$ cat config.mk
export PLATFORM = sky130hd
export DESIGN_NAME = sys_ctrl_frame_flat
export DESIGN_NICKNAME = d
export VERILOG_FILES = /design/src/rtl/sys_ctrl_frame_pkg.sv /design/src/rtl/sys_ctrl_frame_if.sv /design/src/rtl/sys_ctrl_frame_timer.sv /design/src/rtl/sys_ctrl_frame.sv /design/src/flat_wrapper.sv
export SDC_FILE = /design/constraint.sdc
export NUM_CORES = 1
export LEC_CHECK = 0
export CORE_ASPECT_RATIO = 0.8
export CORE_MARGIN = 4
export CORE_UTILIZATION = 54
export CTS_BUF_LIST = sky130_fd_sc_hd__clkbuf_8
export DETAILED_ROUTE_END_ITERATION = 8
export PLACE_DENSITY_LB_ADDON = 0.1
export SKIP_CTS_REPAIR_TIMING = 1
export SLEW_MARGIN = 20
export SYNTH_ARGS = -nofsm -noshare
export SYNTH_HDL_FRONTEND = slang
export SYNTH_SLANG_ARGS = --single-unit
$ cat constraint.sdc
create_clock -name clk -period 2.22 [get_ports clk]
set_clock_uncertainty 0.15 [all_clocks]
set_input_delay 0.444 -clock clk [delete_from_list [all_inputs] [get_ports clk]]
set_output_delay 0.444 -clock clk [all_outputs]
set_load 0.01 [all_outputs]
$ cat src/rtl/sys_ctrl_frame_pkg.sv
// Shared definitions for the command-frame controller: opcodes, FSM states
// and the default error byte.
package sys_ctrl_pkg;

  localparam logic [7:0] CMD_WR       = 8'hAA;
  localparam logic [7:0] CMD_RD       = 8'hBB;
  localparam logic [7:0] CMD_ALU      = 8'hCC;
  localparam logic [7:0] CMD_ALU_NOP  = 8'hDD;
  localparam logic [7:0] CMD_BURST    = 8'hEE;
  localparam logic [7:0] DEF_ERR_CODE = 8'hFF;

  typedef enum logic [3:0] {
    ST_IDLE     = 4'd0,
    ST_WR_ADDR  = 4'd1,
    ST_WR_DATA  = 4'd2,
    ST_RD_ADDR  = 4'd3,
    ST_RD_CNT   = 4'd4,
    ST_RD_REQ   = 4'd5,
    ST_RD_SEND  = 4'd6,
    ST_OPA      = 4'd7,
    ST_OPB      = 4'd8,
    ST_FUNC     = 4'd9,
    ST_ALU_RUN  = 4'd10,
    ST_ALU_SEND = 4'd11,
    ST_ERR_SEND = 4'd12
  } state_e;

endpackage

$ cat src/rtl/sys_ctrl_frame_if.sv
// Bus bundle between the frame controller (master) and the UART RX, register
// file, ALU and TX FIFO (slave side).
interface sys_ctrl_frame_if #(
  parameter int DATA_W    = 8,
  parameter int ADDR_W    = 4,
  parameter int FUNC_W    = 4,
  parameter int ALU_OUT_W = 16
);
  logic [DATA_W-1:0]    rx_data;
  logic                 rx_valid;
  logic [ALU_OUT_W-1:0] alu_out;
  logic                 alu_valid;
  logic [DATA_W-1:0]    rd_data;
  logic                 rd_valid;
  logic                 fifo_full;
  logic                 alu_en;
  logic [FUNC_W-1:0]    alu_func;
  logic                 alu_clk_en;
  logic [ADDR_W-1:0]    addr;
  logic                 wr_en;
  logic                 rd_en;
  logic [DATA_W-1:0]    wr_data;
  logic [DATA_W-1:0]    tx_data;
  logic                 tx_push;
  logic                 clk_div_en;
  logic                 frame_err;

  modport master (
    input  rx_data, rx_valid, alu_out, alu_valid, rd_data, rd_valid, fifo_full,
    output alu_en, alu_func, alu_clk_en, addr, wr_en, rd_en, wr_data,
           tx_data, tx_push, clk_div_en, frame_err
  );

  modport slave (
    output rx_data, rx_valid, alu_out, alu_valid, rd_data, rd_valid, fifo_full,
    input  alu_en, alu_func, alu_clk_en, addr, wr_en, rd_en, wr_data,
           tx_data, tx_push, clk_div_en, frame_err
  );
endinterface

$ cat src/rtl/sys_ctrl_frame_timer.sv
// Inter-byte timeout counter: cleared by clr, advances while en, saturates at
// TIMEOUT and flags hit there. TIMEOUT of 0 disables the hit.
module frame_timer #(
  parameter int TIMEOUT = 1023
) (
  input  logic clk,
  input  logic rst,
  input  logic clr,
  input  logic en,
  output logic hit
);
  localparam int            CW    = (TIMEOUT > 0) ? $clog2(TIMEOUT + 1) : 1;
  localparam logic [CW-1:0] LIMIT = CW'(TIMEOUT);

  logic [CW-1:0] count_r;

  // saturating idle-cycle counter
  always_ff @(posedge clk or negedge rst) begin
    if (!rst) begin
      count_r <= '0;
    end else if (clr) begin
      count_r <= '0;
    end else if (en && (count_r != LIMIT)) begin
      count_r <= count_r + CW'(1);
    end else begin
      count_r <= count_r;
    end
  end

  assign hit = (TIMEOUT != 0) && en && !clr && (count_r == LIMIT);

endmodule

$ cat src/rtl/sys_ctrl_frame.sv
// Command-frame controller: decodes framed UART commands into register-file
// and ALU strobes and pushes results to the TX FIFO.
module sys_ctrl_frame
  import sys_ctrl_pkg::*;
#(
  parameter int                DATA_W    = 8,
  parameter int                ADDR_W    = 4,
  parameter int                FUNC_W    = 4,
  parameter int                ALU_OUT_W = 16,
  parameter int                TIMEOUT   = 1023,
  parameter logic [ADDR_W-1:0] OPA_ADDR  = ADDR_W'(0),
  parameter logic [ADDR_W-1:0] OPB_ADDR  = ADDR_W'(1),
  parameter logic [DATA_W-1:0] ERR_CODE  = DATA_W'(DEF_ERR_CODE)
) (
  input logic               clk,
  input logic               rst,
  sys_ctrl_frame_if.master  bus
);
  localparam int NBYTES = ALU_OUT_W / DATA_W;
  localparam int IW     = (NBYTES > 1) ? $clog2(NBYTES) : 1;

  state_e               state_r, state_nx;
  logic [ADDR_W-1:0]    addr_r, addr_nx;
  logic [DATA_W-1:0]    cnt_r, cnt_nx;
  logic [FUNC_W-1:0]    func_r, func_nx;
  logic [DATA_W-1:0]    tx_r, tx_nx;
  logic [ALU_OUT_W-1:0] res_r, res_nx;
  logic [IW-1:0]        idx_r, idx_nx;
  logic                 burst_r, burst_nx;
  logic                 timer_en_s, timer_hit_s;
  logic [ALU_OUT_W-1:0] res_shift_s;

  assign timer_en_s = (state_r == ST_WR_ADDR) || (state_r == ST_WR_DATA) ||
                      (state_r == ST_RD_ADDR) || (state_r == ST_RD_CNT)  ||
                      (state_r == ST_OPA)     || (state_r == ST_OPB)     ||
                      (state_r == ST_FUNC);
  assign res_shift_s = res_r >> (DATA_W * int'(idx_r));
  assign bus.clk_div_en = 1'b1;

  frame_timer #(.TIMEOUT(TIMEOUT)) u_timer (
    .clk (clk),
    .rst (rst),
    .clr (bus.rx_valid),
    .en  (timer_en_s),
    .hit (timer_hit_s)
  );

  // state and frame context registers
  always_ff @(posedge clk or negedge rst) begin
    if (!rst) begin
      state_r <= ST_IDLE;
      addr_r  <= '0;
      cnt_r   <= '0;
      func_r  <= '0;
      tx_r    <= '0;
      res_r   <= '0;
      idx_r   <= '0;
      burst_r <= 1'b0;
    end else begin
      state_r <= state_nx;
      addr_r  <= addr_nx;
      cnt_r   <= cnt_nx;
      func_r  <= func_nx;
      tx_r    <= tx_nx;
      res_r   <= res_nx;
      idx_r   <= idx_nx;
      burst_r <= burst_nx;
    end
  end

  // next-state and context update
  always_comb begin
    state_nx = state_r;
    addr_nx  = addr_r;
    cnt_nx   = cnt_r;
    func_nx  = func_r;
    tx_nx    = tx_r;
    res_nx   = res_r;
    idx_nx   = idx_r;
    burst_nx = burst_r;
    case (state_r)
      ST_IDLE: begin
        if (bus.rx_valid) begin
          case (bus.rx_data)
            DATA_W'(CMD_WR):      state_nx = ST_WR_ADDR;
            DATA_W'(CMD_RD):      begin state_nx = ST_RD_ADDR; burst_nx = 1'b0; end
            DATA_W'(CMD_BURST):   begin state_nx = ST_RD_ADDR; burst_nx = 1'b1; end
            DATA_W'(CMD_ALU):     state_nx = ST_OPA;
            DATA_W'(CMD_ALU_NOP): state_nx = ST_FUNC;
            default:              state_nx = ST_ERR_SEND;
          endcase
        end else begin
          state_nx = ST_IDLE;
        end
      end
      ST_WR_ADDR: begin
        if (bus.rx_valid) begin
          addr_nx  = bus.rx_data[ADDR_W-1:0];
          state_nx = ST_WR_DATA;
        end else if (timer_hit_s) begin
          state_nx = ST_IDLE;
        end else begin
          state_nx = ST_WR_ADDR;
        end
      end
      ST_WR_DATA, ST_OPA, ST_OPB: begin
        if (bus.rx_valid) begin
          state_nx = (state_r == ST_WR_DATA) ? ST_IDLE :
                     (state_r == ST_OPA)     ? ST_OPB  : ST_FUNC;
        end else if (timer_hit_s) begin
          state_nx = ST_IDLE;
        end else begin
          state_nx = state_r;
        end
      end
      ST_RD_ADDR: begin
        if (bus.rx_valid) begin
          addr_nx  = bus.rx_data[ADDR_W-1:0];
          cnt_nx   = burst_r ? cnt_r : DATA_W'(1);
          state_nx = burst_r ? ST_RD_CNT : ST_RD_REQ;
        end else if (timer_hit_s) begin
          state_nx = ST_IDLE;
        end else begin
          state_nx = ST_RD_ADDR;
        end
      end
      ST_RD_CNT: begin
        if (bus.rx_valid) begin
          cnt_nx   = bus.rx_data;
          state_nx = (bus.rx_data == '0) ? ST_ERR_SEND : ST_RD_REQ;
        end else if (timer_hit_s) begin
          state_nx = ST_IDLE;
        end else begin
          state_nx = ST_RD_CNT;
        end
      end
      ST_RD_REQ: begin
        if (bus.rd_valid) begin
          tx_nx    = bus.rd_data;
          state_nx = ST_RD_SEND;
        end else begin
          state_nx = ST_RD_REQ;
        end
      end
      ST_RD_SEND: begin
        if (!bus.fifo_full) begin
          cnt_nx   = cnt_r - DATA_W'(1);
          addr_nx  = addr_r + ADDR_W'(1);
          state_nx = (cnt_r != DATA_W'(1)) ? ST_RD_REQ : ST_IDLE;
        end else begin
          state_nx = ST_RD_SEND;
        end
      end
      ST_FUNC: begin
        if (bus.rx_valid) begin
          func_nx  = bus.rx_data[FUNC_W-1:0];
          state_nx = ST_ALU_RUN;
        end else if (timer_hit_s) begin
          state_nx = ST_IDLE;
        end else begin
          state_nx = ST_FUNC;
        end
      end
      ST_ALU_RUN: begin
        if (bus.alu_valid) begin
          res_nx   = bus.alu_out;
          idx_nx   = '0;
          state_nx = ST_ALU_SEND;
        end else begin
          state_nx = ST_ALU_RUN;
        end
      end
      ST_ALU_SEND: begin
        if (!bus.fifo_full) begin
          if (idx_r == IW'(NBYTES - 1)) begin
            state_nx = ST_IDLE;
          end else begin
            idx_nx = idx_r + IW'(1);
          end
        end else begin
          state_nx = ST_ALU_SEND;
        end
      end
      ST_ERR_SEND: begin
        if (!bus.fifo_full) begin
          state_nx = ST_IDLE;
        end else begin
          state_nx = ST_ERR_SEND;
        end
      end
      default: state_nx = ST_IDLE;
    endcase
  end

  // strobes and data outputs
  always_comb begin
    bus.alu_en     = 1'b0;
    bus.alu_func   = '0;
    bus.alu_clk_en = 1'b0;
    bus.addr       = '0;
    bus.wr_en      = 1'b0;
    bus.rd_en      = 1'b0;
    bus.wr_data    = '0;
    bus.tx_data    = '0;
    bus.tx_push    = 1'b0;
    bus.frame_err  = timer_hit_s;
    case (state_r)
      ST_IDLE: begin
        if (bus.rx_valid) begin
          case (bus.rx_data)
            DATA_W'(CMD_WR), DATA_W'(CMD_RD), DATA_W'(CMD_BURST),
            DATA_W'(CMD_ALU), DATA_W'(CMD_ALU_NOP): bus.frame_err = 1'b0;
            default:                                 bus.frame_err = 1'b1;
          endcase
        end else begin
          bus.frame_err = 1'b0;
        end
      end
      ST_WR_DATA: begin
        if (bus.rx_valid) begin
          bus.wr_en   = 1'b1;
          bus.addr    = addr_r;
          bus.wr_data = bus.rx_data;
        end else begin
          bus.wr_en = 1'b0;
        end
      end
      ST_RD_CNT: begin
        if (bus.rx_valid && (bus.rx_data == '0)) begin
          bus.frame_err = 1'b1;
        end else begin
          bus.frame_err = timer_hit_s;
        end
      end
      ST_RD_REQ: begin
        bus.rd_en = 1'b1;
        bus.addr  = addr_r;
      end
      ST_RD_SEND: begin
        bus.tx_data = tx_r;
        bus.tx_push = !bus.fifo_full;
      end
      ST_OPA, ST_OPB: begin
        bus.alu_clk_en = 1'b1;
        if (bus.rx_valid) begin
          bus.wr_en   = 1'b1;
          bus.addr    = (state_r == ST_OPA) ? OPA_ADDR : OPB_ADDR;
          bus.wr_data = bus.rx_data;
        end else begin
          bus.wr_en = 1'b0;
        end
      end
      ST_FUNC: bus.alu_clk_en = 1'b1;
      ST_ALU_RUN: begin
        bus.alu_clk_en = 1'b1;
        bus.alu_en     = 1'b1;
        bus.alu_func   = func_r;
      end
      ST_ALU_SEND: begin
        bus.alu_clk_en = 1'b1;
        bus.tx_data    = res_shift_s[DATA_W-1:0];
        bus.tx_push    = !bus.fifo_full;
      end
      ST_ERR_SEND: begin
        bus.tx_data = ERR_CODE;
        bus.tx_push = !bus.fifo_full;
      end
      default: bus.frame_err = timer_hit_s;
    endcase
  end

endmodule

$ cat src/flat_wrapper.sv
// flat-port wrapper written by rule: the top's interface ports become plain ports
module sys_ctrl_frame_flat import sys_ctrl_pkg::*;
#(
  parameter int                DATA_W    = 8,
  parameter int                ADDR_W    = 4,
  parameter int                FUNC_W    = 4,
  parameter int                ALU_OUT_W = 16,
  parameter int                TIMEOUT   = 1023,
  parameter logic [ADDR_W-1:0] OPA_ADDR  = ADDR_W'(0),
  parameter logic [ADDR_W-1:0] OPB_ADDR  = ADDR_W'(1),
  parameter logic [DATA_W-1:0] ERR_CODE  = DATA_W'(DEF_ERR_CODE)
)
  (clk, rst, bus_rx_data, bus_rx_valid, bus_alu_out, bus_alu_valid, bus_rd_data, bus_rd_valid, bus_fifo_full, bus_alu_en, bus_alu_func, bus_alu_clk_en, bus_addr, bus_wr_en, bus_rd_en, bus_wr_data, bus_tx_data, bus_tx_push, bus_clk_div_en, bus_frame_err);
  sys_ctrl_frame_if #(.DATA_W(DATA_W), .ADDR_W(ADDR_W), .FUNC_W(FUNC_W), .ALU_OUT_W(ALU_OUT_W)) bus_i ();
  input logic clk;
  input logic rst;
  input wire logic [$bits(bus_i.rx_data)-1:0] bus_rx_data;
  input wire logic [$bits(bus_i.rx_valid)-1:0] bus_rx_valid;
  input wire logic [$bits(bus_i.alu_out)-1:0] bus_alu_out;
  input wire logic [$bits(bus_i.alu_valid)-1:0] bus_alu_valid;
  input wire logic [$bits(bus_i.rd_data)-1:0] bus_rd_data;
  input wire logic [$bits(bus_i.rd_valid)-1:0] bus_rd_valid;
  input wire logic [$bits(bus_i.fifo_full)-1:0] bus_fifo_full;
  output wire logic [$bits(bus_i.alu_en)-1:0] bus_alu_en;
  output wire logic [$bits(bus_i.alu_func)-1:0] bus_alu_func;
  output wire logic [$bits(bus_i.alu_clk_en)-1:0] bus_alu_clk_en;
  output wire logic [$bits(bus_i.addr)-1:0] bus_addr;
  output wire logic [$bits(bus_i.wr_en)-1:0] bus_wr_en;
  output wire logic [$bits(bus_i.rd_en)-1:0] bus_rd_en;
  output wire logic [$bits(bus_i.wr_data)-1:0] bus_wr_data;
  output wire logic [$bits(bus_i.tx_data)-1:0] bus_tx_data;
  output wire logic [$bits(bus_i.tx_push)-1:0] bus_tx_push;
  output wire logic [$bits(bus_i.clk_div_en)-1:0] bus_clk_div_en;
  output wire logic [$bits(bus_i.frame_err)-1:0] bus_frame_err;
  assign bus_i.rx_data = bus_rx_data;
  assign bus_i.rx_valid = bus_rx_valid;
  assign bus_i.alu_out = bus_alu_out;
  assign bus_i.alu_valid = bus_alu_valid;
  assign bus_i.rd_data = bus_rd_data;
  assign bus_i.rd_valid = bus_rd_valid;
  assign bus_i.fifo_full = bus_fifo_full;
  assign bus_alu_en = bus_i.alu_en;
  assign bus_alu_func = bus_i.alu_func;
  assign bus_alu_clk_en = bus_i.alu_clk_en;
  assign bus_addr = bus_i.addr;
  assign bus_wr_en = bus_i.wr_en;
  assign bus_rd_en = bus_i.rd_en;
  assign bus_wr_data = bus_i.wr_data;
  assign bus_tx_data = bus_i.tx_data;
  assign bus_tx_push = bus_i.tx_push;
  assign bus_clk_div_en = bus_i.clk_div_en;
  assign bus_frame_err = bus_i.frame_err;
  sys_ctrl_frame #(.DATA_W(DATA_W), .ADDR_W(ADDR_W), .FUNC_W(FUNC_W), .ALU_OUT_W(ALU_OUT_W), .TIMEOUT(TIMEOUT), .OPA_ADDR(OPA_ADDR), .OPB_ADDR(OPB_ADDR), .ERR_CODE(ERR_CODE)) u_core (.clk(clk), .rst(rst), .bus(bus_i));
endmodule
# ---- Word level (Yosys, flattened, before mapping)
# Index checks and enable logic that the tools add are counted.
dict set report totals {
  regBits 56
  word_cells 134
  inputBits 38
}
dict set report op_classes {
  reduce_logical 34
  n_eq_ne 29
  shift 1
  add_sub_neg 4
  mux 57
}
# cell n
set op_table {}
lappend op_table {{$mux W4} 19}
lappend op_table {{$mux W8} 6}
lappend op_table {{$pmux W8 S3} 2}
lappend op_table {{$pmux W4 S11} 1}
lappend op_table {{$eq A8 B8 Y1 const B} 5}
lappend op_table {{$eq A4 B4 Y1 const B} 5}
lappend op_table {{$mux W10} 2}
lappend op_table {{$mux W1} 17}
lappend op_table {{$eq A4 B3 Y1 const B} 4}
lappend op_table {{$pmux W4 S4} 1}
lappend op_table {{$shr A16 B4 Y8} 1}
lappend op_table {{$ne A2 B2 Y1 const B} 6}
lappend op_table {{$pmux W4 S3} 1}
lappend op_table {{$add A10 B1 Y10 const B} 1}
lappend op_table {{$eq A10 B10 Y1 const B} 1}
lappend op_table {{$ne A10 B10 Y1 const B} 1}
lappend op_table {{$reduce_or A5 Y1} 2}
lappend op_table {{$reduce_and A3 Y1} 3}
lappend op_table {{$eq A4 B2 Y1 const B} 2}
lappend op_table {{$logic_not A8 Y1} 1}
lappend op_table {{$ne A8 B1 Y1 const B} 1}
lappend op_table {{$pmux W4 S2} 1}
lappend op_table {{$reduce_and A2 Y1} 4}
lappend op_table {{$reduce_bool A2 Y1} 4}
lappend op_table {{other kinds (18)} 34}

# ---- Logic depth before layout (Yosys ltp)
# Gate-level depths: netlist of the first run.
dict set report logic_depth {
  ltp_word 12
  mapped_depth 8
  depth_no_buf 6
}

# ---- Hierarchy
# From an unflattened synthesis of the first run, not the netlist that was laid out.
dict set report unflattened {
  hier_cells 407
  hier_area_um2 3786.1
}
# mod cells_each seq_area_each_um2 area_per_inst_um2 instances
set by_module_without_submodules {}
lappend by_module_without_submodules {sys_ctrl_frame 347 1151.1 3195.6 1}
lappend by_module_without_submodules {frame_timer 60 250.2 590.6 1}

# ---- Worst setup path after synthesis of the first run
# OpenSTA, ideal clock, no wires.
dict set report synth_path {
  path_kind {reg-to-output}
  from {register u_core.state_r[3]}
  to {output port bus_wr_data[0]}
  arrival_time_ps 1570
  path_stages_with_launch 8
  n_path_buf 2
  t_required_ps 1626
  path_slack_ps 56
  path_cell_list {dfrtp_1 -> buf_4 -> nor2b_1 -> buf_4 -> nor2_1 -> o32a_1 -> nor2_2 -> and2_1}
}
dict set report synth_via {
  elab_chain_len 3
  elab_cells_between_ends 5
  classes_between {eq/ne (3); mux (1); reduce/logical (1)}
}
# element line_no
set synth_rtl {}
lappend synth_rtl {{start, declared} sys_ctrl_frame.sv:22} ;# state_e state_r, state_nx;
lappend synth_rtl {{start signal, assigned} sys_ctrl_frame.sv:60} ;# state_r <= state_nx;
lappend synth_rtl {{$eq A4 B3 Y1 (tied with other cells)} sys_ctrl_frame.sv:207} ;# case (state_r)
lappend synth_rtl {{$reduce_or A3 Y1 (no source line) *} --}
lappend synth_rtl {{$mux W8 *} --}
lappend synth_rtl {{end, declared} flat_wrapper.sv:30} ;# output wire logic [$bits(bus_i.wr_data)-1:0] bus_wr_data;
# Every way passes the cells marked *; elsewhere a longest branch is shown, timed or not.

# ---- Final worst setup path of the first run
dict set report layout_path {
  from {register u_core.state_r[1]}
  to {output port bus_wr_data[0]}
}
# Same word-level chain as after synthesis.

==> results.md, run 1 <==
- Max IR drop VDD: 0.631 mV
- Pwr Density: 1030 nW/um^2
- Arr. time, crit path: 2080 ps
- Commonest non-fill, non-tap cell in the layout: buf_4
- Vias in the first global route: 3489
- Clk buf depth: 2
- Asr flop ratio synth: 1.00
- Initial antenna violation count: 0
- Synth cell types: 60
- Syn_nets: 423
- Number of synthesized flops with an enable pin: 0
- First-pass GRT wire length: 17.3 mm
- DR DRC count: 0
- Die outline area: 8030 sq um
- Largest net degree at the start of global routing: 57
- Via density: 6.16
- R2r startpoint: u_core.state_r[1]
- Final Worst Setup Slack: -459 ps
- Crit-path max cell delay: 460 ps
- Worst skew pair latency: 310 ps
- Required time of the critical path: 1630 ps
- Mapped Area: 3590 sq um
- Failing checks: setup timing
- CTS tree: built
- DR vias: 3834
- Syn Area/Cell: 9.43 sq um
- Pre-CTS setup slack: -950 ps
- Period utilisation layout: 1.21
- Leak: 2.46 nW
- Most used cell, CP: buf_6
- Tot GR Track Use: 0.271
- Setup crit start: u_core.state_r[1]
- Number of diodes: 0
- Setup TNS: -5750 ps
- CTS Buf Count: 5
- 1st-iter DRT viols: 343
- Clock Root Buffer: clkbuf_8
- Post-synth top flop: dfrtp_1
- CP max FO: 5
- RD Place Congestion: 1.01
- Flops & latches, synth: 56
- IO Port Bufs: 67
- RSZ-0062 raised after global routing: yes
- Worst hold-check path type: reg -> reg
- Core area: 6410 sq um
- Max Clock Freq: 373 MHz
- Slew Viols, Final: 0
- Grt total ovfl: 0
- Crit start category: flip-flop
- IO Pins: 69
- Avg WL per Cell: 20.3 um
- Htree depth: 2
- Share of cells above drive strength 1: 0.439
- Hold_sp: u_core.res_r[2]
- Final HPWL DP: 8.27 mm
- Ys Warns: 0
- Worst setup EP type: output pin
- Starting Density: 0.560
- Final wirelength: 12.6 mm
- ANT nets after route: 0
- Final net count: 579
- Status: finished with violations
- Most frequent cells in the layout: 84 x buf_4, 54 x dfrtp_1, 34 x buf_6, 30 x nor2_1, 30 x clkdlybuf4s50_1
- Max Cap Viol: 0
- Min Clock Period, post-route: 2680 ps
- Final count of hold timing violations: 0
- Die width: 99.2 um
- Kind of critical path: reg -> out
- Die H: 80.9 um
- Inst Count DP: 602
- Mapped Cells: 381
- Max Used Layer: met4
- Row cnt: 26
- Area growth syn-to-layout: 55.0%
- Reg clk slew, reported paths: 110 ps
- CP max-delay cell: dfrtp_1
- Final setup viols: 29
- CP Cell Sequence: buf_6 -> nor2b_4 -> nor2_2 -> o32a_1 -> nor2_4 -> buf_6 -> and2_4 -> buf_6
- Metal1 wirelength: 4.94 mm
- Met2 Routed Length: 6.21 mm
- Final core occ: 0.869
- TritonCTS Sinks: 56
- Register area share after synthesis: 0.390
- WL met3: 1.09 mm
- Drt pass-1 iters: 5
- Post-Layout Cell Count: 622
-- final timing paths --
check,endpoint,slack [ps],cells past startpoint
worst max-delay path,bus_wr_data[0],-460,8
worst min-delay path,u_core.res_r[2],350,1
worst max register to register,u_core.state_r[2],-40,8
worst min register to register,u_core.res_r[2],350,1
max in group asynchronous,u_core.state_r[3],1160,3
min in group asynchronous,u_core.func_r[2],480,3
-- synthesized netlist by cell type, types with 2 or more instances --
cell type	n	share of area
or4_1	2	0.0042
nor2_1	34	0.036
nor4bb_1	2	0.0056
nor3_2	2	0.0056
nand2_1	24	0.025
nand2b_1	5	0.0087
xnor2_1	9	0.022
o21a_1	4	0.0084
a22oi_1	2	0.0042
nand4_1	7	0.012
inv_1	9	0.0094
mux2_1	10	0.031
mux2i_1	11	0.031
o31ai_1	2	0.0042
and3_1	6	0.010
clkbuf_1	8	0.0084
nand3_1	14	0.020
a32oi_1	4	0.0098
o21ai_0	24	0.033
nor3_1	8	0.011
a31oi_1	4	0.0070
or3_1	2	0.0035
and2_1	12	0.021
nor4_1	2	0.0035
a2111o_1	3	0.0094
a211o_1	2	0.0049
o22ai_1	11	0.019
buf_4	5	0.010
nor2b_1	6	0.010
buf_2	10	0.014
ha_1	4	0.014
dfrtp_1	56	0.39
a21oi_1	25	0.035
a211oi_1	2	0.0042
buf_6	2	0.0063
nand3b_1	2	0.0042
mux2_2	19	0.060
nor4_2	5	0.017
-- state kept, by name, summed over array words and instances (netlist names) --
name,flops
u_core.addr_r,4
u_core.burst_r,1
u_core.cnt_r,8
u_core.func_r,4
u_core.idx_r,1
u_core.res_r,16
u_core.state_r,4
u_core.tx_r,8
u_core.u_timer.count_r,10
-- worst max-delay path, delay by kind of cell (launching register included) --
family,cells,cell delay (ps)
AOI/OAI and AO/OA,1,400
buffers and inverters,3,390
DFF,1,460
and+or+nand+nor,4,530
-- layer usage --
metal  global-route usage  vias to the layer above
li1                     -                     1706
met5                    0                        -
met3               0.0421                       50
met1                0.377                     1838
met4               0.0477                        0
met2                0.456                      240
-- stage by stage --
| stage | area [sq um] | hold slack, ps | power, mW |
|---|---|---|---|
| floorplan | 3590 | -1.59 | 3.12 |
| global route | 5570 | 368 | 6.00 |
| global placement | 4960 | 312 | 4.16 |
| CTS | 5070 | -24.8 | 4.97 |
| detailed placement | 4960 | 316 | 4.27 |
| finish | 5570 | 349 | 5.73 |
-- area by class of cell --
| type | count | area, sq um |
|---|---|---|
| clock buffer | 5 | 68.8 |
| clock inverter | 3 | 42.5 |
| fill | 330 | 842 |
| inverter | 9 | 33.8 |
| multi-input combinational | 291 | 2370 |
| sequential | 56 | 1400 |
| tap | 84 | 105 |
| timing repair buffer | 174 | 1540 |
-- kinds of logic (layout without fill, tap and decap cells) --
family | after synthesis | after routing | share of synthesized area
buf+inv | 34 | 191 | 0.0484
fa+ha+maj | 4 | 4 | 0.0139
simple gates | 143 | 143 | 0.226
compound gates | 94 | 94 | 0.177
flops | 56 | 56 | 0.390
other cells | 1 | 1 | 0.00104
xor+xnor | 9 | 9 | 0.0220
mux | 40 | 40 | 0.122
-- where the power goes --
part / switching, mW / internal, mW / total (mW)
Sequential: 0.267 / 1.38 / 1.65
Combinational: 1.71 / 1.68 / 3.39
Clock: 0.357 / 0.337 / 0.694
Note: power is estimated with default switching activity, not from simulation.
==> run 2: changes to the inputs <==
--- a/config.mk
+++ b/config.mk
@@ -10,6 +10,7 @@
 export CORE_UTILIZATION = 54
 export CTS_BUF_LIST = sky130_fd_sc_hd__clkbuf_8
 export DETAILED_ROUTE_END_ITERATION = 8
+export GPL_TIMING_DRIVEN = 0
 export PLACE_DENSITY_LB_ADDON = 0.1
 export SKIP_CTS_REPAIR_TIMING = 1
 export SLEW_MARGIN = 20
==> constraint.sdc (replaced) <==
create_clock -name clk -period 2.8 [get_ports clk]
set_clock_uncertainty 0.15 [all_clocks]
set_input_delay 0.56 -clock clk [delete_from_list [all_inputs] [get_ports clk]]
set_output_delay 0.56 -clock clk [all_outputs]
set_load 0.01 [all_outputs]
==> run 2 against run 1 <==
Effect of this change: the run still ends with setup timing left; non-clock buffer count fell by 69; global-route usage decreased by 2.3 points; utilization decreased by 13 points; clock power shrank 20%.
==> results.md, run 2 (synthesis results as in run 1) <==
- Status: finished with violations (unchanged)
- Failing checks: setup timing (unchanged)
- RD Place Congestion: 0.940 (was 1.01)
- DR DRC count: 0 (unchanged)
- Die width: 99.2 um (unchanged)
- Final setup viols: 3 (was 29)
- Kind of critical path: in -> out (was reg -> out)
- Crit start category: input port (was flip-flop)
- Clk buf depth: 2 (unchanged)
- Final Cell Area: 4750 sq um (was 5570 sq um)
- Worst hold-check path type: in -> async (was reg -> reg)
- Final core occ: 0.741 (was 0.869)
- Via density: 6.19 (was 6.16)
- Sequential Power Share: 0.332 (was 0.287)
- Slew HR: 0.512
- Max Cap Viol: 0 (unchanged)
- WHS: 135 ps (was 349 ps)
- IO Port Bufs: 65 (was 67)
- Number of flip-flops under the largest register name: 16 (unchanged)
- Switch Pwr: 1.56 mW (was 2.34 mW)
- Grt met1 use: 0.371 (was 0.377)
- Most frequent cells in the layout: 54 x dfrtp_1, 35 x clkdlybuf4s50_1, 31 x nor2_1, 24 x a21oi_1, 24 x nand2_1 (was 84 x buf_4, 54 x dfrtp_1, 34 x buf_6, 30 x nor2_1, 30 x clkdlybuf4s50_1)
- CTS Buf Count: 5 (unchanged)
- Htree depth: 2 (unchanged)
- GRT met3 Usage: 0.0429 (was 0.0421)
- Leak: 2.22 nW (was 2.46 nW)
- Share of cells above drive strength 1: 0.230 (was 0.439)
- Required time of the critical path: 2090 ps (was 1630 ps)
- Period utilisation layout: 1.06
- Arr. time, crit path: 2250 ps (was 2080 ps)
- Area after DPL: 4340 sq um (was 4960 sq um)
- Min Clock Period, post-route: 2960 ps
- Vias in the first global route: 3186 (was 3489)
- Die H: 80.9 um (unchanged)
- GR peak layer: met2 (unchanged)
- Starting Density: 0.560 (unchanged)
- First-pass GRT wire length: 15.9 mm (was 17.3 mm)
- CTS tree: built (unchanged)
- IO Pins: 69 (unchanged)
- Tot GR Track Use: 0.248 (was 0.271)
- Crit-path max cell delay: 620 ps (was 460 ps)
- Met2 Use GR: 0.377 (was 0.456)
- CP Cell Sequence: clkdlybuf4s50_1 -> and4_1 -> o21ai_1 -> nand3_1 -> o22ai_2 -> or2_2 -> dlymetal6s2s_1 (was buf_6 -> nor2b_4 -> nor2_2 -> o32a_1 -> nor2_4 -> buf_6 -> and2_4 -> buf_6)
- Final HPWL DP: 7.05 mm (was 8.27 mm)
- Row cnt: 26 (unchanged)
- Final Worst Setup Slack: -165 ps (was -459 ps)
- Initial antenna violation count: 0 (unchanged)
- TritonCTS Sinks: 56 (unchanged)
- Pwr Density: 814 nW/um^2 (was 1030 nW/um^2)
- Final wirelength: 10.2 mm (was 12.6 mm)
- P_int: 2.30 mW (was 3.39 mW)
- ANT nets after route: 0 (unchanged)
- Comb power frac: 0.525 (was 0.592)
- Die outline area: 8030 sq um (unchanged)
- Avg WL per Cell: 18.4 um (was 20.3 um)
- DR vias: 3425 (was 3834)
- Biggest register: u_core.res_r (unchanged)
- Worst skew pair latency: 320 ps (was 310 ps)
- Slew Viols, Final: 0 (unchanged)
- RSZ-0062 raised after global routing: yes (unchanged)
- CP max-delay cell: clkdlybuf4s50_1 (was dfrtp_1)
- Commonest non-fill, non-tap cell in the layout: dfrtp_1 (was buf_4)
- Max IR drop VDD: 0.482 mV (was 0.631 mV)
- Number of diodes: 0 (unchanged)
- Area growth syn-to-layout: 32.2% (was 55.0%)
- Grt total ovfl: 0 (unchanged)
- Pre-CTS setup slack: -820 ps (was -950 ps)
- Worst Tran Pin Value: 732 ps
- CP max FO: 6 (was 5)
- Drt pass-1 iters: 7 (was 5)
- Reg clk slew, reported paths: 100 ps (was 110 ps)
- Clock Root Buffer: clkbuf_8 (unchanged)
- Largest net degree at the start of global routing: 57 (unchanged)
- 1st-iter DRT viols: 387 (was 343)
- Biggest regs: u_core.res_r x16, u_core.u_timer.count_r x10 (unchanged)
- Max Clock Freq: 337 MHz
- Final net count: 510 (was 579)
- Sw Ratio: 0.403 (was 0.408)
- Clock power frac: 0.143 (was 0.121)
- Final count of hold timing violations: 0 (unchanged)
- Worst setup EP type: output pin (unchanged)
- Core area: 6410 sq um (unchanged)
## run 2: power by group through the flow
stage	clock network (mW)	logic, mW	registers [mW]
6_report	0.553	2.03	1.28
2_1_floorplan	0	1.24	1.23
3_5_place_dp	0	1.77	1.29
3_3_place_gp	0	1.73	1.28
5_1_grt	0.585	2.19	1.32
4_1_cts	0.557	1.78	1.28
## run 2: path summary, 6_finish.rpt
path                       cells after the start                 to               from  slack [ps]
setup / recovery                               7      bus_frame_err     bus_rx_data[4]        -160
setup reg to reg                               8  u_core.state_r[0]  u_core.state_r[3]         530
max in group asynchronous                      1  u_core.state_r[0]                rst        1820
hold / removal                                 1    u_core.cnt_r[4]                rst         130
hold reg to reg                                1    u_core.res_r[2]    u_core.res_r[2]         350
min in group clk                               1    u_core.res_r[2]    u_core.res_r[2]         350
## run 2: through the flow
stage | setup TNS, ps | power (mW) | std cells
CTS | -9310 | 3.61 | 538
floorplan | 0 | 2.47 | 381
global route | -997 | 4.10 | 553
detailed placement | -5190 | 3.06 | 530
global placement | -46100 | 3.01 | 530
finish | -285 | 3.86 | 553
## run 2: per-layer routing
layer / vias up / part of all wire
li1: 1568 / -
met2: 183 / 0.45
met5: - / 0
met3: 17 / 0.092
met4: 0 / 0.012
met1: 1657 / 0.44
## run 2: area by class of cell
class | count | area, sq um
buffer | 24 | 161
clock buffer | 5 | 68.8
clock inverter | 3 | 42.5
fill | 457 | 1660
inverter | 9 | 33.8
multi-input combinational | 291 | 2130
sequential | 56 | 1400
tap | 84 | 105
timing repair buffer | 81 | 797
## run 2: critical path, delay by kind of cell
kind                   cells  cell delay [ps]
AND/OR/NAND/NOR            3              700
buffers and inverters      2              790
AO/OA/AOI/OAI              2              210
